===== src/rtl/hazard_scoreboard.sv =====
// Per-register pending table for long-latency writes; stalls ID on RAW/WAW.
// Also keeps a saturating stall counter and a sticky writeback-error flag.
module hazard_scoreboard #(
  parameter int RADDR_WIDTH = 5,
  parameter int CNT_WIDTH   = 32
) (
  input  logic                      clk,
  input  logic                      rst,
  input  logic                      id_valid_i,
  input  logic                      flush_i,
  input  logic [RADDR_WIDTH-1:0]    reg1_raddr_i,
  input  logic                      reg1_re_i,
  input  logic [RADDR_WIDTH-1:0]    reg2_raddr_i,
  input  logic                      reg2_re_i,
  input  logic [RADDR_WIDTH-1:0]    id_reg_waddr_i,
  input  logic                      id_reg_we_i,
  input  logic                      id_long_i,
  input  logic                      wb_long_valid_i,
  input  logic [RADDR_WIDTH-1:0]    wb_reg_waddr_i,
  output logic                      stall_o,
  output logic                      stall_raw_o,
  output logic                      stall_waw_o,
  output logic                      busy_o,
  output logic [2**RADDR_WIDTH-1:0] pending_o,
  output logic [CNT_WIDTH-1:0]      stall_cnt_o,
  output logic                      err_o
);

  localparam int NREG = 2**RADDR_WIDTH;
  localparam logic [NREG-1:0] ONE = NREG'(1);

  logic [NREG-1:0]      r_pending;
  logic [CNT_WIDTH-1:0] r_cnt;
  logic                 r_err;

  logic [NREG-1:0] w_clr;
  logic [NREG-1:0] w_set;
  logic [NREG-1:0] w_eff;
  logic            w_act;
  logic            w_raw;
  logic            w_waw;
  logic            w_stall;
  logic            w_issue;
  logic            w_wb_nz;
  logic            w_stray;

  assign w_act   = id_valid_i & ~flush_i;
  assign w_wb_nz = wb_long_valid_i & (wb_reg_waddr_i != '0);
  assign w_clr   = w_wb_nz ? (ONE << wb_reg_waddr_i) : '0;
  // Write-first regfile: a same-cycle writeback already resolves the hazard.
  assign w_eff   = r_pending & ~w_clr;

  assign w_raw = w_act &
                 ((reg1_re_i & w_eff[reg1_raddr_i]) |
                  (reg2_re_i & w_eff[reg2_raddr_i]));
  assign w_waw = w_act & id_reg_we_i & w_eff[id_reg_waddr_i];
  assign w_stall = w_raw | w_waw;

  assign w_issue = w_act & ~w_stall & id_reg_we_i &
                   id_long_i & (id_reg_waddr_i != '0);
  assign w_set   = w_issue ? (ONE << id_reg_waddr_i) : '0;
  assign w_stray = w_wb_nz & ~r_pending[wb_reg_waddr_i];

  always_ff @(posedge clk) begin
    if (rst) begin
      r_pending <= '0;
      r_cnt     <= '0;
      r_err     <= 1'b0;
    end else begin
      // Set wins over clear: a fresh producer issued as the old one retired.
      r_pending <= ((r_pending & ~w_clr) | w_set) & ~ONE;
      if (w_stall && (r_cnt != '1))
        r_cnt <= r_cnt + 1'b1;
      if (w_stray)
        r_err <= 1'b1;
    end
  end

  assign stall_o     = w_stall;
  assign stall_raw_o = w_raw;
  assign stall_waw_o = w_waw;
  assign busy_o      = |r_pending;
  assign pending_o   = r_pending;
  assign stall_cnt_o = r_cnt;
  assign err_o       = r_err;

endmodule


===== config.mk =====
export PLATFORM = sky130hd
export DESIGN_NAME = hazard_scoreboard
export DESIGN_NICKNAME = d
export VERILOG_FILES = /design/src/rtl/hazard_scoreboard.sv
export SDC_FILE = /design/constraint.sdc
export NUM_CORES = 1
export LEC_CHECK = 0
export BUFFER_PORTS_ARGS = -buffer_cell sky130_fd_sc_hd__buf_4
export CORE_MARGIN = 2
export CORE_UTILIZATION = 35
export DETAILED_ROUTE_END_ITERATION = 6
export PLACE_DENSITY = 0.54
export SETUP_SLACK_MARGIN = 0.05
export SYNTH_ARGS = -nofsm -noshare
export SYNTH_HDL_FRONTEND = slang
export SYNTH_SLANG_ARGS = --single-unit

===== constraint.sdc =====
create_clock -name clk -period 2.85 [get_ports clk]
set_input_delay 0.1425 -clock clk [delete_from_list [all_inputs] [get_ports clk]]
set_output_delay 0.1425 -clock clk [all_outputs]
set_load 0.03 [all_outputs]

==> impl_metrics.env <==
export IMPL_status="finished clean"
export IMPL_grt_max_degree=52
export IMPL_place_gp_congestion=0.9605
export IMPL_die_h_um=118.4
export IMPL_clock_latency_ns=0.34
export IMPL_dp_cells=897
export IMPL_p_int_uw=1858
export IMPL_ir_worst_vdd_mv=0.3169
export IMPL_p_comb_share_pct=14.8
export IMPL_critPathMaxFanout=6
export IMPL_clockBufferDepth=2
export IMPL_yosys_top_cells_count="64 x dfxtp_1, 42 x nor2_1, 40 x nand2_1"
export IMPL_power_switching_uw=622.0
export IMPL_die_area_mm2=0.01403
export IMPL_htreeDepth=3
export IMPL_crit_chain="o21ai_0 -> o221ai_1 -> nor4_2 -> a211oi_2 -> nand3_2 -> a31o_4 -> buf_4 -> buf_4 -> or4_1 -> a21oi_2"
export IMPL_synth_edf_count=0
export IMPL_fin_skew_ns=0.009065
export IMPL_drt_pass1_iter_count=5
export IMPL_cts_tree="built"
export IMPL_clk_pin_slew_ns=0.06
export IMPL_finalInstanceArea_mm2=0.006646
export IMPL_port_buffers=96
export IMPL_slew_violations=0
export IMPL_antennaDiodeCount=0
export IMPL_grt_pass1_vias=5392
export IMPL_nets=775
export IMPL_dr_total_vias=5646
export IMPL_track_usage_pct=26.80
export IMPL_root_buffer="clkbuf_16"
export IMPL_leakagePower_uw=0.002485
export IMPL_powerDensity_mw_per_mm2=373.1
export IMPL_synthArstFlopShare_pct=0
export IMPL_dp_slack_ns=-0.2601
export IMPL_wire_per_inst_um=20.69
export IMPL_ys_seq_area_share_pct=27.96
export IMPL_cpMostUsedCell="buf_4"
export IMPL_synth_area_mm2=0.004583
export IMPL_hold_viol_final=0
export IMPL_finalWorstSetupSlack_ns=0.1067
export IMPL_synth_top_cell_by_area="dfxtp_1"
export IMPL_pwr_share_clk_pct=48.9
export IMPL_swShare_pct=25.08
export IMPL_crit_family="compound AO/OA/AOI/OAI gates"
export IMPL_antenna_found_initial=0
export IMPL_min_period_ns=2.743
export IMPL_drive_gt1_share_pct=37.38
export IMPL_cp_required_ns=3.12
export IMPL_synth_cell_types=67
export IMPL_via_per_inst=6.130
export IMPL_drcViolationCount=0
export IMPL_whs_ns=0.1410
export IMPL_cts_hold_buf=0
export IMPL_syn_avg_cell_area_um2=7.929
export IMPL_synth_seq_cells=64
export IMPL_overflow=0
export IMPL_post_dp_hpwl_um=14510
export IMPL_drv_cap=0
export IMPL_area_delta_synth_final_pct=45.02
export IMPL_worst_setup_path_end_kind="flip-flop"
export IMPL_grt_pass1_wl_um=29560
export IMPL_critPathMaxStageDelay_ns=0.52
export IMPL_start_kind="flip-flop"
export IMPL_post_synth_top_count_cell="dfxtp_1"
export IMPL_wl_um=19060
export IMPL_yosysWarnings=0
export IMPL_arrival_ns=3.02
export IMPL_die_w_um=118.4
export IMPL_fmax_mhz=364.5
export IMPL_start_util_pct=36.02
export IMPL_slowest_stage="or4_1"
export IMPL_dr_first_iter_drc_count=451
export IMPL_place_area_mm2=0.006050
export IMPL_finalCritPeriodShare_pct=96.26
export IMPL_seq_power_share_pct=36.4
export IMPL_ys_top_cells_by_area="dfxtp_1 28%, or4_1 5.4%, mux4_2 4.4%, o22ai_1 3.8%, o21ai_0 3.6%"
export IMPL_ant_nets=0
export IMPL_finalSetupViolations=0
export IMPL_clkSinkCount=64
export IMPL_critPathBufInv=2
export IMPL_rsz0062_at_grt="no"
export IMPL_io_pins=98
export IMPL_critPathKind="flip-flop to flip-flop"
export IMPL_worstHoldPathType="primary input to flip-flop"
export IMPL_synth_fp_nets=608
export IMPL_slew_headroom_pct=58.97
export IMPL_synthFlopType="dfxtp_1"
export IMPL_synth_top_area_share_pct=27.96
export IMPL_cts_made_buffers=9
export IMPL_max_slew_worst_pin_slew_ns=0.6147
export IMPL_synthCells=578
export IMPL_coreArea_mm2=0.01272
export IMPL_rows=41
export IMPL_fin_cells=921
[registers in the layout, summed over array words and instances, names as in the netlist]
| name | cells |
|---|---|
| pending_o | 31 |
| stall_cnt_o | 32 |
| err_o | 1 |
[area by class of cell]
cell class | instances | area [um2]
fillers | 1256 | 6076
multi-input cells | 458 | 3189
repair buffers | 200 | 1583
flip-flops and latches | 64 | 1292
clock buffers | 12 | 256.5
well taps | 172 | 215.2
clock inverters | 3 | 65.06
inverters | 12 | 45.04
[path summary, 6_finish.rpt]
path | end | slack (ns) | start | cells after the start
setup / recovery | stall_cnt_o[13] | 0.11 | pending_o[25] | 10
hold / removal | err_o | 0.14 | wb_long_valid_i | 3
setup reg to reg | stall_cnt_o[13] | 0.11 | pending_o[25] | 10
hold reg to reg | err_o | 0.50 | err_o | 2
[cell usage in the layout, fill, tap and decap left out, types with 10 or more instances in the layout]
cell type and instances:
buf_4 191, dfxtp_1 55, nor2_1 42, nand2_1 39, or4_1 32, a21oi_1 31, o22ai_1 28, nand3_1 22
o21ai_0 21, o31ai_1 18, or3_1 17, o21ai_1 16, nand2b_1 15, o211ai_1 14, inv_1 12, o21ai_2 10
[worst register-to-register path, stage by stage, from the launching register on]
cell and delay (ns):
dfxtp_2 0.39, o21ai_0 0.18, o221ai_1 0.28, nor4_2 0.11
a211oi_2 0.29, nand3_2 0.18, a31o_4 0.30, buf_4 0.15
buf_4 0.15, or4_1 0.52, a21oi_2 0.14
[power by group through the flow]
stage / Sequential, uW / Clock (uW) / Combinational, uW
detailed placement: 921 / 0 / 326
floorplan: 926 / 0 / 179
global route: 901 / 1280 / 386
finish: 901 / 1210 / 366
global placement: 920 / 0 / 324
CTS: 901 / 1250 / 344
[routing by layer]
metal	up-vias	track usage, %	share of wire [%]
met3	33	6.467	8.2
met1	2702	36.63	45
met5	-	0	0
met4	0	8.036	1.5
li1	2620	-	-
met2	291	41.80	45
[stage by stage]
stage | util [%] | setup TNS [ns] | total power [uW]
3_3_place_gp | 47.55 | -6.498 | 1245
3_5_place_dp | 47.55 | -5.999 | 1246
5_1_grt | 52.24 | 0 | 2570
4_1_cts | 50.82 | 0 | 2496
6_report | 52.24 | 0 | 2480
2_1_floorplan | - | 0 | 1105
[kinds of logic (layout without fill, tap and decap cells)]
group,count (synthesis),count (layout),synth area share [%]
flip-flops,64,64,27.96
AO/OA/AOI/OAI,191,191,27.49
XOR/XNOR,2,2,0.3823
buffers and inverters,56,227,6.115
other,1,1,0.08182
adder cells (fa/ha/maj),1,1,0.2730
AND/OR/NAND/NOR,237,237,29.35
multiplexers,26,26,8.354
[timing repair]
action | in CTS | in global routing
hold endpoints to repair | 0 | 0
setup endpoints to repair | 1 | 60
setup buffers | 4 | 4
gates cloned | 1 | 0
gates resized for setup | 9 | 48
pin swaps | 2 | 10
Note: power is estimated with default switching activity, not from simulation.
